## src/rtl/keypad_entry_display.sv

```systemverilog
// keypad_entry_display
//   Takes the 4-bit key code from a 3x4 keypad scanner (0-9 digits, 10 = '*',
//   11 = '#'). It debounces the held-key indication and accepts one event per
//   physical press. Accepted digits build a 4-digit BCD entry. '*' clears the
//   entry and '#' commits it. The entry in progress is shown on a multiplexed
//   common-anode 7-segment display.
//
// Ports
//   fin            system clock; all state updates on its rising edge
//   rst            synchronous reset, active-high
//   key_valid      high while the scanner reports a pressed key
//   key_code[3:0]  scanner key code; ignored while key_valid=0
//   seg_S[6:0]     segments {a,b,c,d,e,f,g}, active-low
//   dig_sel[3:0]   digit enable, active-low one-hot; bit0 = rightmost digit
//   commit_pulse   one-cycle strobe on an accepted '#' with a non-empty entry
//   commit_value   last committed BCD value; digit3 in [15:12] ... digit0 in [3:0]
//   entry_count    number of digits currently in the entry (0..4)
//   debounce_state debug view of the debounce FSM (0 IDLE, 1 PRESS_WAIT,
//                  2 HELD, 3 RELEASE_WAIT)
//
// Output contract: there is no valid/ready handshake. commit_pulse is a
// fire-and-forget strobe. The consumer must take commit_value in the same
// cycle or later, because it stays stable until the next commit or reset.
module keypad_entry_display #(
  parameter int DEBOUNCE_CYC = 4,
  parameter int MUX_DIV_W    = 16
) (
  input  logic        fin,
  input  logic        rst,
  input  logic        key_valid,
  input  logic [3:0]  key_code,
  output logic [6:0]  seg_S,
  output logic [3:0]  dig_sel,
  output logic        commit_pulse,
  output logic [15:0] commit_value,
  output logic [2:0]  entry_count,
  output logic [1:0]  debounce_state
);

  typedef enum logic [1:0] {
    ST_IDLE         = 2'd0,
    ST_PRESS_WAIT   = 2'd1,
    ST_HELD         = 2'd2,
    ST_RELEASE_WAIT = 2'd3
  } state_t;

  localparam logic [7:0] DEB_LIM = 8'(DEBOUNCE_CYC);

  state_t               state_q, state_d;
  logic [4:0]           samp_q;
  logic [4:0]           samp_now;
  logic [7:0]           stab_q, stab_d;
  logic                 stable_done;
  logic                 accept;

  logic [15:0]          buf_q, buf_d;
  logic [2:0]           cnt_q, cnt_d;
  logic [15:0]          cval_d;
  logic                 pulse_d;

  logic [MUX_DIV_W-1:0] ref_q, ref_d;
  logic [1:0]           dig_idx;
  logic [3:0]           dig_d;
  logic [3:0]           nib;
  logic [6:0]           seg_d;

  function automatic logic [6:0] seg_decode(input logic [3:0] d);
    logic [6:0] s;
    case (d)
      4'd0:    s = 7'b0000001;
      4'd1:    s = 7'b1001111;
      4'd2:    s = 7'b0010010;
      4'd3:    s = 7'b0000110;
      4'd4:    s = 7'b1001100;
      4'd5:    s = 7'b0100100;
      4'd6:    s = 7'b0100000;
      4'd7:    s = 7'b0001111;
      4'd8:    s = 7'b0000000;
      4'd9:    s = 7'b0000100;
      default: s = 7'b1111111;
    endcase
    return s;
  endfunction

  // The code is masked while no key is reported. This means that scanner
  // noise on key_code during a release does not restart the stability count.
  assign samp_now = {key_valid, key_valid ? key_code : 4'd0};

  // The stability count includes the sample taken on this edge. When a press
  // has been held since before edge 1, the count reaches DEBOUNCE_CYC on edge
  // DEBOUNCE_CYC. The count saturates so that a long hold cannot wrap it.
  always_comb begin
    stab_d = stab_q;
    if (samp_now != samp_q) begin
      stab_d = 8'd1;
    end else if (stab_q != 8'hFF) begin
      stab_d = stab_q + 8'd1;
    end
  end

  assign stable_done = (stab_d >= DEB_LIM);

  // Debounce FSM: the next state is decided from the sample taken on this edge.
  always_comb begin
    state_d = state_q;
    accept  = 1'b0;
    case (state_q)
      ST_IDLE: begin
        if (key_valid) state_d = ST_PRESS_WAIT;
      end
      ST_PRESS_WAIT: begin
        if (!key_valid) begin
          state_d = ST_IDLE;
        end else if (stable_done) begin
          accept  = 1'b1;
          state_d = ST_HELD;
        end
      end
      ST_HELD: begin
        if (!key_valid) state_d = ST_RELEASE_WAIT;
      end
      ST_RELEASE_WAIT: begin
        if (key_valid) begin
          state_d = ST_HELD;
        end else if (stable_done) begin
          state_d = ST_IDLE;
        end
      end
      default: state_d = ST_IDLE;
    endcase
  end

  // Entry buffer. The newest digit enters at nibble 0, which is the rightmost
  // display position.
  always_comb begin
    buf_d   = buf_q;
    cnt_d   = cnt_q;
    cval_d  = commit_value;
    pulse_d = 1'b0;
    if (accept) begin
      if (key_code <= 4'd9) begin
        if (cnt_q < 3'd4) begin
          buf_d = {buf_q[11:0], key_code};
          cnt_d = cnt_q + 3'd1;
        end
      end else if (key_code == 4'd10) begin
        buf_d = 16'h0000;
        cnt_d = 3'd0;
      end else if (key_code == 4'd11 && cnt_q != 3'd0) begin
        cval_d  = buf_q;
        pulse_d = 1'b1;
        buf_d   = 16'h0000;
        cnt_d   = 3'd0;
      end
    end
  end

  // Display. The segment and digit registers are loaded from the post-edge
  // counter and buffer values. As a result, the display always matches the
  // state that is visible in the same cycle, and seg_S and dig_sel change
  // together.
  assign ref_d   = ref_q + 1'b1;
  assign dig_idx = ref_d[MUX_DIV_W-1 -: 2];
  assign dig_d   = ~(4'b0001 << dig_idx);
  assign nib     = buf_d[{dig_idx, 2'b00} +: 4];
  assign seg_d   = ({1'b0, dig_idx} < cnt_d) ? seg_decode(nib) : 7'b1111111;

  always_ff @(posedge fin) begin
    if (rst) begin
      state_q      <= ST_IDLE;
      samp_q       <= 5'd0;
      stab_q       <= 8'd0;
      buf_q        <= 16'h0000;
      cnt_q        <= 3'd0;
      commit_value <= 16'h0000;
      commit_pulse <= 1'b0;
      ref_q        <= '0;
      seg_S        <= 7'b1111111;
      dig_sel      <= 4'b1110;
    end else begin
      state_q      <= state_d;
      samp_q       <= samp_now;
      stab_q       <= stab_d;
      buf_q        <= buf_d;
      cnt_q        <= cnt_d;
      commit_value <= cval_d;
      commit_pulse <= pulse_d;
      ref_q        <= ref_d;
      seg_S        <= seg_d;
      dig_sel      <= dig_d;
    end
  end

  assign entry_count    = cnt_q;
  assign debounce_state = state_q;

endmodule
```

## config.mk

```make
export PLATFORM = sky130hd
export DESIGN_NAME = keypad_entry_display
export DESIGN_NICKNAME = d
export VERILOG_FILES = /design/src/rtl/keypad_entry_display.sv
export SDC_FILE = /design/constraint.sdc
export NUM_CORES = 1
export LEC_CHECK = 0
export CAP_MARGIN = 0
export CORE_UTILIZATION = 45
export CTS_BUF_LIST = sky130_fd_sc_hd__clkbuf_4 sky130_fd_sc_hd__clkbuf_8 sky130_fd_sc_hd__clkbuf_16
export DETAILED_ROUTE_END_ITERATION = 12
export PLACE_DENSITY = 0.66
export SYNTH_ARGS = -nofsm -noshare
export SYNTH_HDL_FRONTEND = slang
export SYNTH_SLANG_ARGS = --single-unit
```

## constraint.sdc

```tcl
create_clock -name fin -period 4.1 [get_ports fin]
set_input_delay 1.025 -clock fin [delete_from_list [all_inputs] [get_ports fin]]
set_output_delay 1.025 -clock fin [all_outputs]
set_load 0.02 [all_outputs]
```

==> results of run 1 <==
[cell type report]
cell class	count	area [um2]
fill	643	2920
clock inverter	5	60.1
sequential	78	1560
tap	99	124
timing repair buffer	74	653
inverter	14	52.6
clock buffer	11	139
multi-input combinational	273	1900
[metal layers]
layer  up-vias  global-route usage (%)  part of all wire [%]
met5         -                       0                     0
met4         0                    9.95                   2.3
met3        16                    4.29                   3.8
met2        52                    30.1                    44
met1      1323                    26.4                    50
li1       1472                       -                     -
[sequential cells by signal (all words and copies together), names as in the netlist, named ones only]
| register | count |
|---|---|
| samp_q | 5 |
| dig_sel | 4 |
| buf_q | 16 |
| debounce_state | 1 |
| commit_pulse | 1 |
| entry_count | 3 |
| seg_S | 7 |
| stab_q | 8 |
| commit_value | 16 |
| ref_q | 16 |
[final timing paths]
| kind | cells past startpoint | start | slack (ns) | to |
|---|---|---|---|---|
| worst min-delay path | 1 | ref_q[0] | 0.50 | ref_q[0] |
| worst max-delay path | 15 | key_code[2] | 0.20 | seg_S[1] |
| worst min register to register | 1 | ref_q[0] | 0.50 | ref_q[0] |
| worst max register to register | 12 | ref_q[2] | 0.63 | seg_S[1] |
[power by group through the flow]
stage / Combinational (uW) / Clock (uW) / Sequential (uW)
floorplan: 29.1 / 0 / 786
global route: 60.5 / 629 / 770
detailed placement: 51.5 / 0 / 786
CTS: 51.6 / 590 / 769
finish: 54.1 / 581 / 769
global placement: 50.7 / 0 / 786
[critical path, stage by stage]
cell and delay (ns):
clkdlybuf4s50_1 0.50, nand2_1 0.08, xnor2_1 0.16, or4_4 0.50, or4_4 0.55, buf_6 0.16
nand2_1 0.07, o21ai_2 0.07, a221oi_2 0.28, buf_4 0.18, inv_1 0.06, ha_1 0.19
inv_1 0.07, mux2_2 0.14, a21oi_1 0.07
[cells by family (layout without fill, tap and decap cells)]
group,count (synthesis),count (layout)
xor gates and xnor gates,18,18
muxes,26,26
adders and majority gates,11,11
buffers and inverters,30,104
AOI/OAI and AO/OA,68,68
and+or+nand+nor,150,150
DFF,78,78
[cell usage in the layout (no fill, tap or decap), types with 2 or more instances in the layout]
master,n
inv_1,13
clkbuf_4,2
xnor2_1,6
nor2_1,56
o22ai_2,2
o21ai_0,4
buf_4,34
nand3b_1,2
nand2b_1,6
mux2_2,3
clkinv_4,2
nor2b_1,7
o22ai_1,4
and3_1,2
mux2_4,2
a21oi_1,16
a31oi_1,4
xor2_1,12
nand2_1,31
clkbuf_8,9
a211oi_1,4
a211oi_2,2
nand4_1,3
a22o_1,3
or4_4,2
a22oi_1,7
dfxtp_1,78
nor3_2,3
mux2i_1,21
ha_1,11
and2_1,7
nor3_1,5
clkdlybuf4s50_1,36
nand3_1,10
and4_1,6
o21ai_1,3
a21o_1,2
[through the flow]
stage	hold WS [ns]	power (uW)	instance area, um2	util (%)
3_3_place_gp	0.461	837	4210	56.8
4_1_cts	0.506	1410	4430	59.9
3_5_place_dp	0.483	838	4210	56.8
6_report	0.496	1400	4490	60.6
5_1_grt	0.528	1460	4490	60.6
2_1_floorplan	0.438	815	3520	-
[timing repair]
item	CTS	global route
resized for setup	5	10
pin swaps	0	2
endpoints found under the setup margin	7	7
setup buffers	0	1
endpoints found under the hold margin	0	0
==> impl_results.md, run 1 <==
* Net Sw Power at 320 uW
* Unrepaired setup endpoints after global routing: false
* Fmax at about 0.26 GHz
* Core region area at about 7400 um2
* Final std cells w/o fill at 554
* Post-route clock period utilization at between 90% and 100%
* Seq pwr share at 54.8%
* Worst EP required at around 4.3 ns
* Nets at approximately 470
* Global-route wire length before repair at 13000 um
* Hpwl dp at just over 5000 um
* Vias in the first global route at around 2800
* DR iter-0 viols at between 100 and 150
* Sw Ratio at between 20% and 30%
* Hold-fix buffers, CTS at 0
* Area share of the largest cell type after synthesis at between 40 and 50%
* Clock sink total at a little under 80
* XOR/XNOR share of the synthesized area at under 10%
* Detail Route Antenna Nets at 0
* # Max-Cap Violations at 0
* Clock-pin transition on the worst setup and hold timing paths at 0.08 ns
* CTS tree: done
* Die width at 90.5 um
* Static Leak at roughly 0.0017 uW
* P&R area growth vs syn at 27.4%
* Asr flop ratio synth at 0%
* Syn nets at approximately 400
* Status: completed
* Power Internal at between 1000 and 1500 uW
* GP Congestion at between 0.8 and 0.9
* Warnings from Yosys at 0
* Synth Area in Adders at slightly below 4%
* GRT Util Overall at 19.8%
* H-tree depth at 3
* Initial antenna violation count at 0
* Combinational Power Share at a little under 4%
* Slew @ Worst Pin at around 1.0 ns
* Root buf cell: clkbuf_8
* Synthesized cell area at ~3500 um2
* Post-Place Worst Slack at -0.525 ns
* Drt total wl at approximately 7500 um
* Placed Cells at around 540
* Setup Crit Path Kind: in -> reg
* Top-Level Pins at 40
* Count of input and output buffers at 39
* Via density at a little over 5
* Clk buf depth at 2
* Post-synthesis mux area share at 7.78%
* First-pass iteration count of the detailed router at 4
* Seq/Total Area, Yosys at between 40% and 50%
* Peak supply drop at ~0.00020 V
* DIE AREA at slightly above 8000 um2
* Largest family of logic cells by synthesized area: simple AND/OR/NAND/NOR gates
* Critical path fanouts, max at 11
* Primary FF master, synth: dfxtp_1
* Site row count at 31
* Mean Syn Cell Area at approximately 9.2 um2
* Worst Clk Skew at ~0.017 ns
* Compound-Gate Fraction of Synth Area at 14.5%
* N_diodes at 0
* Final WS setup at around 0.20 ns
* Die Y at 90.5 um
* Final Max Slew Viols at 0
* DRC errors left at 0
* Starting Density at 47.6%
* Netlist cell types at just under 60
* Pin count of the biggest net entering global routing at 60
* Most common cell in the netlist: dfxtp_1
* Synth cell count leaders: dfxtp_1, nor2_1, nand2_1
* Synth Register Bits at 78
* Worst-Skew Late Latency at around 0.36 ns
* Worst slew margin at between 30% and 40%
* Finish-stage setup viols at 0
* Post-synthesis cell count at 381
* Vias post-DR at 2863
* Mean routed wirelength per cell at approximately 14 um
* Synth Area in Simple Gates at 21.3%
* Overflow after GRT at 0
* CP Capture Type: register
* Hold WC Path Type: reg -> reg
* Cts bufs inserted at 9
* Dominant cells by area after synthesis: dfxtp_1, mux2i_1, nor2_1, ha_1, nand2_1
* Final hold violations at 0
* Clock power share at about two fifths
* WP data arrival at between 4 and 5 ns
* Cell taking the most area after synthesis: dfxtp_1
* Post-route setup TNS at 0 ns
* Worst setup SP type: input port
* Post-synth EDFFs at 0
* Min Clock Period, post-route at roughly 3.9 ns
* Pwr Density at 313 nW/um2
* Layout cell share with drive strength beyond 1 at 18.0%
Note: power is estimated with default switching activity, not from simulation.
==> run 2: changes to the inputs <==
--- a/config.mk
+++ b/config.mk
@@ -9,6 +9,7 @@
 export CORE_UTILIZATION = 45
 export CTS_BUF_LIST = sky130_fd_sc_hd__clkbuf_4 sky130_fd_sc_hd__clkbuf_8 sky130_fd_sc_hd__clkbuf_16
 export DETAILED_ROUTE_END_ITERATION = 12
+export GPL_TIMING_DRIVEN = 0
 export PLACE_DENSITY = 0.66
 export SYNTH_ARGS = -nofsm -noshare
 export SYNTH_HDL_FRONTEND = slang
==> run 2 against run 1 <==
Against the previous run: via count is 1.6% lower; final cell count is 3.4% lower; hold slack worse by 0.0053 ns; critical path depth is 2 lower; setup slack worse by 0.083 ns; critical path type unchanged; global-route usage is 0.51 points lower; sequential share of layout area is 1.6 points higher; die area stayed put; first-iteration DRC count is 9.9% lower.
==> impl_results.md, run 2 (same netlist as run 1, synthesis figures left out) <==
* Worst EP required at 4.32 ns (about the same)
* Global-route wire length before repair at 12800 um (-2.1%)
* Power Internal at 1080 uW (-0.66%)
* # Max-Cap Violations at 0 (unchanged)
* Sw Ratio at 22.3% (-0.47 points)
* H-tree depth at 3 (unchanged)
* Top-Level Pins at 40 (unchanged)
* Design area at 4290 um2 (-4.5%)
* Final hold violations at 0 (unchanged)
* Mean routed wirelength per cell at 13.8 um (+1.5%)
* Most frequent cells in the layout: dfxtp_1, nor2_1, clkdlybuf4s50_1
* CTS tree: done
* Cts bufs inserted at 9 (unchanged)
* DR iter-0 viols at 91 (-9.9%)
* Worst slew margin at 59.6% (+29 points)
* DIE AREA at 8190 um2 (unchanged)
* Detail Route Antenna Nets at 0 (unchanged)
* Nets at 450 (-3.8%)
* Setup Crit Path Kind: in -> reg
* Clk buf depth at 2 (unchanged)
* Net Sw Power at 309 uW (-3.3%)
* Drt total wl at 7390 um (-1.9%)
* Worst-Skew Late Latency at 0.34 ns (-0.02 ns)
* Final Max Slew Viols at 0 (unchanged)
* Overflow after GRT at 0 (unchanged)
* P&R area growth vs syn at 21.7%
* GRT Util Overall at 19.3% (-0.51 points)
* Vias in the first global route at 2703 (-2.3%)
* Pin count of the biggest net entering global routing at 15 (-75%)
* Clock power share at 41.2% (-0.2 points)
* Peak supply drop at 0.000187 V (-5.3%)
* Critical path fanouts, max at 14 (+3)
* Seq pwr share at 55.5% (+0.7 points)
* WP data arrival at 4.21 ns (+0.09 ns)
* DRC errors left at 0 (unchanged)
* Hold WC Path Type: reg -> reg
* Core region area at 7410 um2 (unchanged)
* Pwr Density at 323 nW/um2 (+3.3%)
* Die Y at 90.5 um (unchanged)
* CP Capture Type: register
* Clock sink total at 78 (unchanged)
* Worst setup SP type: input port
* Final core occ at 57.9% (-2.7 points)
* Unrepaired setup endpoints after global routing: false
* N_diodes at 0 (unchanged)
* Count of input and output buffers at 38 (-2.6%)
* GP Congestion at 0.819 (-8.4%)
* Combinational Power Share at 3.4% (-0.5 points)
* Biggest regs: buf_q x16, commit_value x16, ref_q x16
* Hpwl dp at 5270 um (+1.4%)
* Via density at 5.26 (+1.9%)
* Sequential cell area at 1560 um2 (unchanged)
* Total power at 1390 uW (-1.3%)
* Die width at 90.5 um (unchanged)
* Commonest non-fill, non-tap cell in the layout: dfxtp_1
* Vias post-DR at 2816 (-1.6%)
* Finish-stage setup viols at 0 (unchanged)
* Site row count at 31 (unchanged)
* Worst Clk Skew at 0.0106 ns (-0.00649 ns)
* Slew @ Worst Pin at 0.604 ns (-0.442 ns)
* Placement Cell Area at 4030 um2 (-4.3%)
* Min Clock Period, post-route at 3.98 ns (+0.0831 ns)
* Fmax at 0.251 GHz (-2.1%)
* FILL cells at 670 (+4.2%)
* Initial antenna violation count at 0 (unchanged)
* First-pass iteration count of the detailed router at 4 (unchanged)
* Hold-fix buffers, CTS at 0 (unchanged)
* Status: completed
* Static Leak at 0.00160 uW (-7.1%)
* Multi-input gate area at 1870 um2 (-1.4%)
* Layout cell share with drive strength beyond 1 at 11.9% (-6.1 points)
* Clock-pin transition on the worst setup and hold timing paths at 0.08 ns (about the same)
* Post-route clock period utilization at 97.1% (+2.0 points)
* Starting Density at 47.6% (unchanged)
* Root buf cell: clkbuf_8
[run 2: final cells by class]
type	instances	share of cell area, %
clock buffers	10	3.21
well taps	99	2.89
repair buffers	41	9.16
plain buffers	15	2.07
clock inverters	5	1.40
flip-flops and latches	78	36.4
multi-input cells	273	43.6
inverters	14	1.23
[run 2: timing repair]
action | in CTS | in global routing
endpoints found under the setup margin | 7 | 6
resized for setup | 14 | 8
setup buffers | 0 | 3
pin swaps | 1 | 2
[run 2: critical path: stages]
cell,delay (ns)
dlygate4sd2_1,0.31
nand2b_1,0.10
a31oi_1,0.11
or4_1,0.56
or4_1,0.56
buf_4,0.21
clkbuf_8,0.18
a22oi_2,0.21
ha_1,0.26
o21ai_2,0.09
a21oi_2,0.10
nor4_4,0.39
a21oi_1,0.08
[run 2: path summary, 6_finish.rpt]
| check | startpoint | to | slack, ns | cells after the start |
|---|---|---|---|---|
| max | key_code[3] | seg_S[1] | 0.12 | 13 |
| min | ref_q[0] | ref_q[0] | 0.49 | 1 |
| max reg2reg | samp_q[1] | seg_S[1] | 0.71 | 12 |
| min reg2reg | ref_q[0] | ref_q[0] | 0.49 | 1 |
[run 2: power groups by stage]
stage	logic [uW]	clock network, uW	registers [uW]
floorplan	29.1	0	786
global placement	46.8	0	786
detailed placement	47.4	0	786
CTS	47.4	586	769
global route	53.1	611	770
finish	47.0	570	769
[run 2: per-stage QoR]
stage	setup TNS, ns	hold WS (ns)	std cells	worst slack (ns)
final	0	0.491	535	0.117
after global placement	-6.99	0.463	518	-0.981
after global routing	0	0.516	535	0.0184
after CTS	0	0.492	532	0.0484
after floorplan	0	0.438	381	0.0344
after detailed placement	-8.00	0.467	518	-1.06
[run 2: metal layers]
| metal | vias up | wire [um] | track usage (%) |
|---|---|---|---|
| li1 | 1431 | - | - |
| met1 | 1319 | 3700 | 26.1 |
| met2 | 62 | 3320 | 30.1 |
| met3 | 4 | 335 | 3.28 |
| met4 | 0 | 44 | 8.60 |
| met5 | - | 0 | 0 |
